===== src/rtl/ram_dma_if.sv =====
// RAM-side bus of the block-copy engine: write enable, address, write data and read data.
interface ram_dma_if #(
    parameter int AW = 12,
    parameter int DW = 16
) ();
    logic          ram_load;
    logic [AW-1:0] ram_addr;
    logic [DW-1:0] ram_d;
    logic [DW-1:0] ram_q;

    modport master (output ram_load, output ram_addr, output ram_d, input ram_q);
    modport slave  (input ram_load, input ram_addr, input ram_d, output ram_q);
endinterface


===== src/rtl/ram_dma.sv =====
// Block-copy engine that owns a single-port RAM while busy: reads len words from src and writes them to dst.
// Defining RAM_DMA_FILL_EN adds mode/fill_val ports for a write-only constant-fill transfer.
module ram_dma #(
    parameter int AW     = 12,
    parameter int DW     = 16,
    parameter int RD_LAT = 1
) (
    input  logic          clk,
    input  logic          rst,
    input  logic          start,
    input  logic [AW-1:0] src,
    input  logic [AW-1:0] dst,
    input  logic [AW:0]   len,
`ifdef RAM_DMA_FILL_EN
    input  logic          mode,
    input  logic [DW-1:0] fill_val,
`endif
    output logic          busy,
    output logic          done,
    ram_dma_if.master     ram
);
    typedef enum logic [1:0] {IDLE, RD, WAIT, WR} state_t;

    localparam logic [AW:0] ONE   = (AW+1)'(1);
    localparam logic [1:0]  WLAST = (RD_LAT > 0) ? 2'(RD_LAT - 1) : 2'd0;

    state_t        state, state_n;
    logic [AW:0]   idx, idx_n, idx_inc;
    logic [1:0]    wcnt, wcnt_n;
    logic          busy_n, done_n, load_n;
    logic [AW-1:0] addr_n;
    logic [DW-1:0] d_n;
    logic          capture, fill_go;
    logic [DW-1:0] fill_data;
    logic [AW-1:0] src_r, dst_r;
    logic [AW:0]   len_r;
    logic          fill_r;

`ifdef RAM_DMA_FILL_EN
    assign fill_go   = mode;
    assign fill_data = fill_val;
`else
    assign fill_go   = 1'b0;
    assign fill_data = '0;
`endif

    assign idx_inc = idx + ONE;

    // Command operands are only meaningful while busy, so they carry no reset.
    always_ff @(posedge clk) begin
        if (capture) begin
            src_r  <= src;
            dst_r  <= dst;
            len_r  <= len;
            fill_r <= fill_go;
        end
    end

    // Outputs are computed one cycle ahead so every port comes straight from a flop.
    always_comb begin
        state_n = state;
        idx_n   = idx;
        wcnt_n  = wcnt;
        busy_n  = busy;
        done_n  = 1'b0;
        load_n  = 1'b0;
        addr_n  = ram.ram_addr;
        d_n     = ram.ram_d;
        capture = 1'b0;
        case (state)
            IDLE: begin
                if (start) begin
                    if (len == '0) begin
                        done_n = 1'b1;
                    end else begin
                        capture = 1'b1;
                        busy_n  = 1'b1;
                        idx_n   = '0;
                        if (fill_go) begin
                            state_n = WR;
                            addr_n  = dst;
                            load_n  = 1'b1;
                            d_n     = fill_data;
                        end else begin
                            state_n = RD;
                            addr_n  = src;
                        end
                    end
                end
            end
            RD: begin
                if (RD_LAT == 0) begin
                    state_n = WR;
                    addr_n  = dst_r + idx[AW-1:0];
                    load_n  = 1'b1;
                    d_n     = ram.ram_q;
                end else begin
                    state_n = WAIT;
                    wcnt_n  = '0;
                end
            end
            WAIT: begin
                if (wcnt == WLAST) begin
                    state_n = WR;
                    addr_n  = dst_r + idx[AW-1:0];
                    load_n  = 1'b1;
                    d_n     = ram.ram_q;
                end else begin
                    wcnt_n = wcnt + 2'd1;
                end
            end
            WR: begin
                idx_n = idx_inc;
                if (idx_inc == len_r) begin
                    state_n = IDLE;
                    busy_n  = 1'b0;
                    done_n  = 1'b1;
                end else if (fill_r) begin
                    addr_n = dst_r + idx_inc[AW-1:0];
                    load_n = 1'b1;
                end else begin
                    state_n = RD;
                    addr_n  = src_r + idx_inc[AW-1:0];
                end
            end
            default: state_n = IDLE;
        endcase
    end

    always_ff @(posedge clk or posedge rst) begin
        if (rst) begin
            state        <= IDLE;
            idx          <= '0;
            wcnt         <= '0;
            busy         <= 1'b0;
            done         <= 1'b0;
            ram.ram_load <= 1'b0;
            ram.ram_addr <= '0;
            ram.ram_d    <= '0;
        end else begin
            state        <= state_n;
            idx          <= idx_n;
            wcnt         <= wcnt_n;
            busy         <= busy_n;
            done         <= done_n;
            ram.ram_load <= load_n;
            ram.ram_addr <= addr_n;
            ram.ram_d    <= d_n;
        end
    end
endmodule

===== src/flat_wrapper.sv =====
// flat-port wrapper written by rule: the top's interface ports become plain ports
module ram_dma_flat 
#(
    parameter int AW     = 12,
    parameter int DW     = 16,
    parameter int RD_LAT = 1
)
  (clk, rst, start, src, dst, len, busy, done, ram_ram_load, ram_ram_addr, ram_ram_d, ram_ram_q);
  ram_dma_if #(.AW(AW), .DW(DW)) ram_i ();
  input  logic clk;
  input  logic rst;
  input  logic start;
  input  logic [AW-1:0] src;
  input  logic [AW-1:0] dst;
  input  logic [AW:0] len;
  output logic busy;
  output logic done;
  output wire logic [$bits(ram_i.ram_load)-1:0] ram_ram_load;
  output wire logic [$bits(ram_i.ram_addr)-1:0] ram_ram_addr;
  output wire logic [$bits(ram_i.ram_d)-1:0] ram_ram_d;
  input wire logic [$bits(ram_i.ram_q)-1:0] ram_ram_q;
  assign ram_ram_load = ram_i.ram_load;
  assign ram_ram_addr = ram_i.ram_addr;
  assign ram_ram_d = ram_i.ram_d;
  assign ram_i.ram_q = ram_ram_q;
  ram_dma #(.AW(AW), .DW(DW), .RD_LAT(RD_LAT)) u_core (.clk(clk), .rst(rst), .start(start), .src(src), .dst(dst), .len(len), .busy(busy), .done(done), .ram(ram_i));
endmodule

===== config.mk =====
export PLATFORM = sky130hd
export DESIGN_NAME = ram_dma_flat
export DESIGN_NICKNAME = d
export VERILOG_FILES = /design/src/rtl/ram_dma_if.sv /design/src/rtl/ram_dma.sv /design/src/flat_wrapper.sv
export SDC_FILE = /design/constraint.sdc
export NUM_CORES = 1
export LEC_CHECK = 0
export CAP_MARGIN = 20
export CORE_MARGIN = 8
export CORE_UTILIZATION = 57
export DETAILED_ROUTE_END_ITERATION = 8
export PLACE_DENSITY = 0.89
export SYNTH_ARGS = -nofsm -noshare
export SYNTH_HDL_FRONTEND = slang
export SYNTH_SLANG_ARGS = --single-unit

===== constraint.sdc =====
create_clock -name clk -period 8.6 [get_ports clk]
set_input_delay 1.29 -clock clk [delete_from_list [all_inputs] [get_ports clk]]
set_output_delay 1.29 -clock clk [all_outputs]
set_load 0.05 [all_outputs]

==> reports/qor.csv <==
metric,value,unit
run status,finished clean,
Slew @ Worst Pin,0.990,ns
GPL Wtd Cong,0.868,
Detail Placement HPWL,9090,um
Vias/cell,6.19,
fin crit period,3.58,ns
vias in the first global route,4021,
DR iter-0 viols,298,
"flops & latches, synth",85,
CTS buffer count,9,
power per cell area,128,nW/um^2
syn avg cell area,11.3,sq um
final wirelength,12400,um
DR DRC count,0,
Worst slew margin,0.340,
setup violators final,0,
Place WS,4.67,ns
Peak VDD IR,110,uV
"Reg clk slew, reported paths",0.08,ns
CTS Root Buffer Type,clkbuf_8,
die area,11800,sq um
initial antenna violation count,0,
total setup buffers inserted after CTS,0,
"Worst Setup Slack, final",5.02,ns
max cap viols,0,
GRT overflow,0,
clk sinks,85,
Cell Rows,33,
core area,8260,sq um
synth top area cells,"dfrtp_1, edfxtp_1, ha_1",
Area Overhead vs Synth,23.6,%
Post-synth EDFFs,37,
clock skew,0.00737,ns
final hold vios,0,
post-synth top area cell,dfrtp_1,
Yosys cell types,60,
"Cell Area, Synth",4890,sq um
cts repair resizes,0,
FILL cells,583,
Final ANT Viol Nets,0,
wire length of the first global-routing pass,19900,um
number of diodes,0,
TNS Setup,0,ns
share of synthesized flip-flops with an asynchronous set or reset,0.565,
later-pin clock latency in the skew report,0.36,ns
"count leader, synth",dfrtp_1,
Max Slew Vio Count,0,
worst min path class,register to register,
number of I/O port buffers,86,
Die Span X,109,um
Lkg Pwr,2.53,nW
synthesized instance count,434,
Vias,3902,
Syn Nets,524,
Post-synth top flop,dfrtp_1,
final period utilization,0.417,
crit path DAT,3.83,ns
list of most frequent post-synthesis cells,"dfrtp_1, edfxtp_1, ha_1",
largest net degree at the start of global routing,49,
Setup crit end kind,register,
wire length per cell,19.7,um
Worst EP required,8.84,ns
critical path class,input port to register,
CTS Hold Bufs,0,
All-Layer GR Usage,0.214,
Synth warnings,0,
Starting Density,0.592,
Die Span Y,109,um
share of cells above drive strength 1,0.103,
Crit Path Max Fanout,12,
RSZ-0062 raised after global routing,false,
CTS tree,built,
Fmax achieved,279,MHz
clk buf depth,2,
area share of the largest cell type after synthesis,0.246,
sequential fraction of the synthesis area,0.473,
Critical Path Source Type,input port,
drt pass-1 iters,5,
num ports,87,
Nets,610,
H-Tree Depth,3,
-- kinds of logic after synthesis --
| family | after synthesis | share of synthesized area |
|---|---|---|
| and+or+nand+nor | 116 | 0.124 |
| AOI/OAI and AO/OA | 97 | 0.134 |
| DFF | 85 | 0.473 |
| xor gates and xnor gates | 41 | 0.0763 |
| adders and majority gates | 34 | 0.0901 |
| buffers and inverters | 32 | 0.0304 |
| muxes | 29 | 0.0722 |
-- where the power goes --
part	leakage (nW)	switching [mW]	internal, mW
logic	1.51	0.0274	0.0320
clock network	0.0947	0.140	0.143
registers	0.923	0.00198	0.427
-- path summary, 6_finish.rpt --
kind,start,endpoint,slack (ns),cells past startpoint
max,len[2],u_core.ram.ram_addr[11]$_DFFE_PP0P_,5.02,9
min,u_core.ram.ram_d[8]$_DFFE_PP0P_,u_core.ram.ram_d[8]$_DFFE_PP0P_,0.51,1
max reg2reg,u_core.idx[0]$_DFFE_PP0P_,u_core.ram.ram_addr[11]$_DFFE_PP0P_,5.12,12
min reg2reg,u_core.ram.ram_d[8]$_DFFE_PP0P_,u_core.ram.ram_d[8]$_DFFE_PP0P_,0.51,1
max in group asynchronous,rst,u_core.idx[3]$_DFFE_PP0P_,6.84,3
min in group asynchronous,rst,u_core.ram.ram_d[6]$_DFFE_PP0P_,1.25,2
-- through the flow --
stage | instances | hold WS [ns] | power [mW] | area (sq um) | utilization
after global placement | 611 | 0.481 | 0.495 | 5810 | 0.704
after detailed placement | 612 | 0.490 | 0.496 | 5820 | 0.704
after floorplan | 434 | 0.466 | 0.459 | 4890 | -
after global routing | 630 | 0.520 | 0.795 | 6040 | 0.732
after CTS | 628 | 0.513 | 0.772 | 6000 | 0.727
final | 630 | 0.514 | 0.772 | 6040 | 0.732
-- routing by layer --
metal  vias up  part of all wire  GRT usage
met5         -                 0          0
met4         0             0.030     0.0899
met3        35             0.092     0.0767
met2       221              0.49      0.353
met1      1874              0.38      0.249
li1       1772                 -          -
-- state kept, by name, summed over array words and instances (netlist names) --
| name | cells |
|---|---|
| u_core.len_r | 13 |
| u_core.wcnt | 2 |
| u_core.dst_r | 12 |
| u_core.done | 1 |
| u_core.busy | 1 |
| u_core.state | 2 |
| u_core.ram.ram_addr | 12 |
| u_core.src_r | 12 |
| u_core.idx | 13 |
| u_core.ram.ram_d | 16 |
| u_core.ram.ram_load | 1 |
-- cell type report --
cell class / instances / area, sq um / area share
Inverter: 17 / 63.8 / 0.0106
Clock buffer: 14 / 153 / 0.0253
Tap cell: 105 / 131 / 0.0217
Multi-Input combinational cell: 317 / 2440 / 0.403
Timing Repair Buffer: 90 / 913 / 0.151
Clock inverter: 2 / 35.0 / 0.00580
Sequential cell: 85 / 2310 / 0.383
-- cells in the final DEF (no fill, tap or decap), types with 2 or more instances in the layout --
cell and count:
a211o_1 2, a211oi_1 4, a21o_1 4, a21oi_1 17
a22o_1 2, a22oi_1 8, a31o_2 2, a32o_1 4
a32oi_1 2, and2_1 4, and3_1 8, and4_4 2
buf_12 2, clkbuf_1 4, clkbuf_8 10, clkdlybuf4s50_1 86
dfrtp_1 48, edfxtp_1 37, fa_1 2, ha_1 32
inv_1 16, mux2_1 2, mux2_2 16, mux2_4 8
mux2i_1 3, nand2_1 31, nand2b_1 3, nand3_1 14
nand4_1 4, nor2_1 22, nor2b_1 3, nor3_1 11
nor4_1 3, o2111ai_1 4, o21a_1 2, o21ai_0 27
o31ai_1 8, or2_2 3, xnor2_1 25, xor2_1 15
-- worst max-delay path, cell delays in order --
cell and delay, ns:
clkdlybuf4s50_1 0.50, nor4_1 0.07, nand4_1 0.15, nand2_1 0.09, and2_1 0.20, nor2_1 0.26, o31ai_1 0.14, a21oi_2 0.74
mux2_1 0.38
(Power assumes the default switching activity.)
==> RTL change 1: new RTL, config.mk and constraints unchanged <==
Encoding of `state_t`: now one-hot (4 bits for 4 states).
--- a/src/rtl/ram_dma.sv
+++ b/src/rtl/ram_dma.sv
@@ -19,7 +19,7 @@
     output logic          done,
     ram_dma_if.master     ram
 );
-    typedef enum logic [1:0] {IDLE, RD, WAIT, WR} state_t;
+    typedef enum logic [3:0] {IDLE = 4'b0001, RD = 4'b0010, WAIT = 4'b0100, WR = 4'b1000} state_t;
 
     localparam logic [AW:0] ONE   = (AW+1)'(1);
     localparam logic [1:0]  WLAST = (RD_LAT > 0) ? 2'(RD_LAT - 1) : 2'd0;
Check against the original RTL: same outputs for any inputs over 10 cycles, from zero or initial values and one cycle with rst high; not proved beyond that.
==> RTL change 1 against the original RTL <==
Sequential cell count rose by 2. Final area rose by 1.3%. Wire length fell by 3.3%. Synthesized cell count rose by 0.46%. Largest cell class unchanged. Sequential share of layout area rose by 0.35 points. Register-to-register slack improved by 0.07 ns. Setup slack got worse by 0.0040 ns. Area after synthesis rose by 1.2%. Worst hold slack got worse by 0.014 ns.
Power is not compared: it rests on default switching activity, and its combinational part moved more than twofold at a synthesized area within 25%.
==> RTL change 1: results (changes against the original RTL) <==
Detailed routing
  • Via count: 3,787 (was 3,902)
  • Drt total wl: 12,000 um (was 12,400 um)
  • DR iter-0 viols: 239 (was 298)
  • Drt pass-1 iters: 5 (unchanged)

Layout
  • Layout Nets: 609 (was 610)
  • Layout cells sized above 1: 11.5% (was 10.3%)
  • Diodes inserted: 0 (unchanged)
  • Filler Cell Count: 616 (was 583)
  • Multi-input logic area: 0.00249 sq mm (was 0.00244 sq mm)
  • Largest regs: u_core.ram.ram_d (16), u_core.idx (13), u_core.len_r (13) (unchanged)

Placement
  • Gpl congestion: 0.876 (was 0.868)
  • I/O Buffers: 86 (unchanged)
  • Placed Area: 0.00592 sq mm (was 0.00582 sq mm)
  • Dpl hpwl: 8790 um (was 9090 um)

Worst setup path
  • Cell family with most CP delay: simple AND/OR/NAND/NOR gates (was compound AO/OA/AOI/OAI gates)
  • Reg2reg end: u_core.ram.ram_addr[10] (was u_core.ram.ram_addr[11])
  • Worst Path Max Fanout: 25 (was 12)
  • Crit path max-delay cell type: nor2b_4 (was a21oi_2)
  • CP Capture Point: u_core.ram.ram_addr[8] (was u_core.ram.ram_addr[11])
  • Worst R2R Start: u_core.idx[0] (unchanged)
  • CP Launch Point: len[1] (was len[2])
  • CP arrival: 3.84 ns (was 3.83 ns)
  • Worst-case reg-to-reg path depth: 12 (unchanged)
  • Worst reg-to-reg setup slack: 5.19 ns (was 5.12 ns)
  • Slowest Stage Delay on Critical Path: 0.54 ns (was 0.74 ns)

GRT
  • Largest net degree at the start of global routing: 51 (was 49)
  • Vias in the first global route: 4,084 (was 4,021)
  • Initial antenna violation count: 1 (was 0)
  • Gr usage total: 21.2% (was 21.4%)
  • First-pass GRT wire length: 19,600 um (was 19,900 um)

Power and ir drop
  • LEAKAGE: 2.55 nW
  • Switching power: approximately 0.00065 W
  • Worst vdd ir: 0.188 mV

CTS
  • Hold Buf Count CTS: 0 (unchanged)
  • Clk slew on worst S/H paths: 0.09 ns
  • Maximum clock path buffer count: 2 (unchanged)
  • H-tree levels: 3 (unchanged)
  • CTS Root Cell: clkbuf_8 (unchanged)
  • Post-cts resize count: 0 (unchanged)
  • Setup bufs post-CTS: 0 (unchanged)
  • Cts bufs inserted: 9 (unchanged)

Logic synthesis
  • Async SR Flop Fraction: 57.5% (was 56.5%)
  • Synth cell types: 65 (was 60)
  • Ranking of synthesized cells by area: dfrtp_1 25%, edfxtp_1 22%, ha_1 6.8% (was dfrtp_1 25%, edfxtp_1 23%, ha_1 8.2%)
  • Sequential-to-total area share from yosys stat: 47.8% (was 47.3%)
  • Post-synth top flop: dfrtp_1 (unchanged)
  • Net Count, Synth: 521 (was 524)
  • Synth warn: 0 (unchanged)
  • List of most frequent post-synthesis cells: 49 x dfrtp_1, 37 x edfxtp_1, 34 x nor2_1, 34 x o21ai_0, 29 x nand2_1 (was 48 x dfrtp_1, 37 x edfxtp_1, 32 x ha_1)
  • Post-synth EDFFs: 37 (unchanged)

STA
  • Worst slew pin tran: 1.05 ns (was 0.990 ns)
  • Worst clock skew: 0.00987 ns (was 0.00737 ns)

Outcome
  • Status: finished clean (unchanged)
-- RTL change 1: changes by cell type in the layout (fill, tap and decap cells not counted), moves of 4 or more --
cell / change
mux2_2: +5
o21ai_0: +7
clkbuf_1: -4
ha_1: -5
nor2_1: +12
xnor2_1: -4
xnor3_1: +4
a21oi_1: -7
-- RTL change 1: kinds of logic after synthesis --
group                    after synthesis  synth area share [%]
multiplexers                          30                  7.31
adder cells (fa/ha/maj)               29                  7.64
flip-flops                            87                  47.8
buffers and inverters                 27                  2.28
AND/OR/NAND/NOR                      135                  14.5
XOR/XNOR                              41                  8.65
AO/OA/AOI/OAI                         87                  11.8
-- RTL change 1: worst min path at each step --
stage | from | end | slack, ns | cells after the start
CTS | u_core.busy | u_core.busy | 0.51 | 1
detailed placement | u_core.busy | u_core.busy | 0.49 | 1
finish | u_core.busy | u_core.busy | 0.50 | 1
global route | u_core.busy | u_core.busy | 0.53 | 1
global placement | u_core.busy | u_core.busy | 0.47 | 1
floorplan | u_core.idx[12] | u_core.idx[12] | 0.47 | 1
-- RTL change 1: metal layers --
layer | track usage, % | up-vias | routed length [um]
met2 | 35.9 | 153 | 5940
met1 | 23.1 | 1817 | 4620
met5 | 0 | - | 14
met3 | 8.45 | 32 | 1030
met4 | 9.48 | 2 | 373
li1 | - | 1783 | -
-- RTL change 1: metrics by stage --
stage	instances	setup slack [ns]
after detailed placement	620	4.59
after CTS	636	5.00
after global placement	620	4.72
after global routing	637	4.88
final	637	5.01
after floorplan	436	4.86
-- RTL change 1: final cells by class --
type | instances | share of cell area, %
Multi-Input combinational cell | 322 | 40.6
Sequential cell | 87 | 38.6
Timing Repair Buffer | 90 | 14.8
Tap cell | 108 | 2.21
Clock buffer | 9 | 2.02
Clock inverter | 7 | 0.920
Inverter | 14 | 0.858
-- RTL change 1: power by group through the flow --
| stage | Clock, W | Sequential (W) | Combinational [W] |
|---|---|---|---|
| 6_report | 0.000265 | 0.000630 | 0.000700 |
| 5_1_grt | 0.000284 | 0.000644 | 0.000742 |
| 4_1_cts | 0.000271 | 0.000631 | 0.000705 |
| 3_5_place_dp | 0 | 0.000636 | 0.000702 |
| 3_3_place_gp | 0 | 0.000634 | 0.000682 |
| 2_1_floorplan | 0 | 0.000835 | 0.000270 |
-- RTL change 1: worst register-to-register path, cell delays in order, from the launching register on --
cell and delay (ns):
dfrtp_1 0.59, ha_1 0.21, nand2_1 0.11, nor2_1 0.29, xor2_1 0.26, ha_1 0.34, nand3_1 0.12, a21oi_1 0.06
o41ai_1 0.56, o21ba_2 0.22, mux2i_1 0.18, o211ai_1 0.10, mux2_2 0.27
==> RTL change 2: new RTL, same settings <==
Made on the original files. `DW` is set to 16 in 3 places; all go to 18.
--- a/src/rtl/ram_dma_if.sv
+++ b/src/rtl/ram_dma_if.sv
@@ -1,7 +1,7 @@
 // RAM-side bus of the block-copy engine: write enable, address, write data and read data.
 interface ram_dma_if #(
     parameter int AW = 12,
-    parameter int DW = 16
+    parameter int DW = 18
 ) ();
     logic          ram_load;
     logic [AW-1:0] ram_addr;
--- a/src/rtl/ram_dma.sv
+++ b/src/rtl/ram_dma.sv
@@ -2,7 +2,7 @@
 // Defining RAM_DMA_FILL_EN adds mode/fill_val ports for a write-only constant-fill transfer.
 module ram_dma #(
     parameter int AW     = 12,
-    parameter int DW     = 16,
+    parameter int DW     = 18,
     parameter int RD_LAT = 1
 ) (
     input  logic          clk,
--- a/src/flat_wrapper.sv
+++ b/src/flat_wrapper.sv
@@ -2,7 +2,7 @@
 module ram_dma_flat 
 #(
     parameter int AW     = 12,
-    parameter int DW     = 16,
+    parameter int DW     = 18,
     parameter int RD_LAT = 1
 )
   (clk, rst, start, src, dst, len, busy, done, ram_ram_load, ram_ram_addr, ram_ram_d, ram_ram_q);
Interface: changed (resized ram_ram_d and ram_ram_q); port bits go from 87 to 91. The function was not compared with the original's and may differ.
==> RTL change 2 against the original RTL <==
Setup slack worse by 0.13 ns. Wire length up 1.2%. Final area up 2.8%. Area after synthesis up 2.1%. Sequential cell count up 2. Worst hold slack worse by 0.017 ns. Register-to-register slack better by 0.15 ns. Highest routed layer unchanged.
Power is not compared: it rests on default switching activity, and its combinational part moved more than twofold at a synthesized area within 25%.
==> RTL change 2: results (changes against the original RTL) <==
Detailed routing
  • Vias per cell: 6.15 (was 6.19)
  • Drt pass-1 iters: 6 (was 5)
  • Via count: 3,862 (was 3,902)
  • DR iter-0 viols: 262 (was 298)
  • Drt total wl: 12,500 um (was 12,400 um)

Layout
  • Filler Cell Count: 572 (was 583)
  • Largest regs: u_core.ram.ram_d (18), u_core.idx (13), u_core.len_r (13) (was u_core.ram.ram_d (16), u_core.idx (13), u_core.len_r (13))
  • Layout cells sized above 1: 6.73% (was 10.3%)
  • Diodes inserted: 0 (unchanged)
  • Seq. cell area: 0.00236 sq mm (was 0.00231 sq mm)

Worst setup path
  • CP Launch Point: len[1] (was len[2])
  • Worst reg-to-reg setup slack: 5.27 ns (was 5.12 ns)
  • Worst Path Max Fanout: 22 (was 12)
  • CP Capture Point: u_core.idx[4] (was u_core.ram.ram_addr[11])
  • Worst-case reg-to-reg path depth: 10 (was 12)
  • CP arrival: 3.98 ns (was 3.83 ns)
  • Worst R2R Start: u_core.idx[3] (was u_core.idx[0])

GRT
  • M3 GR Usage: 8.21% (was 7.67%)
  • Met2 usage: 34.7% (was 35.3%)
  • Vias in the first global route: 4,151 (was 4,021)
  • First-pass GRT wire length: 19,700 um (was 19,900 um)
  • GR Layer Usage met1: 23.9% (was 24.9%)
  • Gr usage total: 21.1% (was 21.4%)
  • Largest net degree at the start of global routing: 51 (was 49)

STA
  • Sum Neg Setup Slack: 0 ns (unchanged)
  • Fin Hold WS: 0.498 ns (was 0.514 ns)
  • Setup ws final: 4.88 ns (was 5.02 ns)
  • Rel. slew slack: 28.0% (was 34.0%)
  • Worst clock skew: 0.00999 ns (was 0.00737 ns)

Logic synthesis
  • Sequential-to-total area share from yosys stat: 47.3% (about the same)
  • Async SR Flop Fraction: 57.5% (was 56.5%)
  • Net Count, Synth: 519 (was 524)
  • Post-synth EDFFs: 37 (unchanged)
  • Synth warn: 0 (unchanged)
  • Post-Synthesis Cells: 427 (was 434)
  • Ranking of synthesized cells by area: dfrtp_1 25%, edfxtp_1 22%, ha_1 8.0% (was dfrtp_1 25%, edfxtp_1 23%, ha_1 8.2%)
  • List of most frequent post-synthesis cells: 50 x dfrtp_1, 37 x edfxtp_1, 32 x ha_1 (was 48 x dfrtp_1, 37 x edfxtp_1, 32 x ha_1)
  • Synth cell types: 68 (was 60)
  • Post-synth top flop: dfrtp_1 (unchanged)

Placement
  • Dpl hpwl: 8960 um (was 9090 um)
  • Placed Area: 0.00597 sq mm (was 0.00582 sq mm)
  • I/O Buffers: 90 (was 86)
  • Setup WS pre-CTS: 4.57 ns (was 4.67 ns)
  • Inst Count DP: 610 (was 612)
  • Gpl congestion: 0.925 (was 0.868)

CTS
  • Maximum clock path buffer count: 2 (unchanged)
  • Worst skew pair latency: 0.36 ns (about the same)

Outcome
  • Status: finished clean (unchanged)

Power and ir drop
  • Worst vdd ir: approximately 0.25 mV
  • LEAKAGE: ~2.6 nW
  • Sequential power: about 0.00064 W

Min path
  • Hold endpoint: u_core.ram.ram_d[2] (was u_core.ram.ram_d[8])
  • Hold Crit Start: u_core.ram.ram_d[2] (was u_core.ram.ram_d[8])
-- RTL change 2: final cells by class --
type | instances | share of cell area, %
tap | 108 | 2.17
multi-input combinational | 306 | 40.2
sequential | 87 | 38.0
inverter | 19 | 1.15
clock inverter | 5 | 0.906
clock buffer | 11 | 2.27
timing repair buffer | 92 | 15.3
-- RTL change 2: critical path, stage by stage --
cell and delay [ns]:
clkdlybuf4s50_1 0.42, nor4_1 0.38, nand4_1 0.23, nor2b_4 0.27
buf_16 0.20, a21oi_1 0.83, o21ai_0 0.24, o31ai_1 0.12
-- RTL change 2: routing by layer --
metal	share of wire [%]	vias up
met1	39	1885
met3	9.7	35
met5	0	-
li1	-	1771
met4	2.9	0
met2	49	171
-- RTL change 2: cells by family after synthesis --
logic type	count (synthesis)	share of synthesized area, %
buf+inv	34	2.76
simple gates	106	11.5
xor+xnor	37	8.54
fa+ha+maj	34	8.82
compound gates	98	13.5
flops	87	47.3
mux	31	7.52
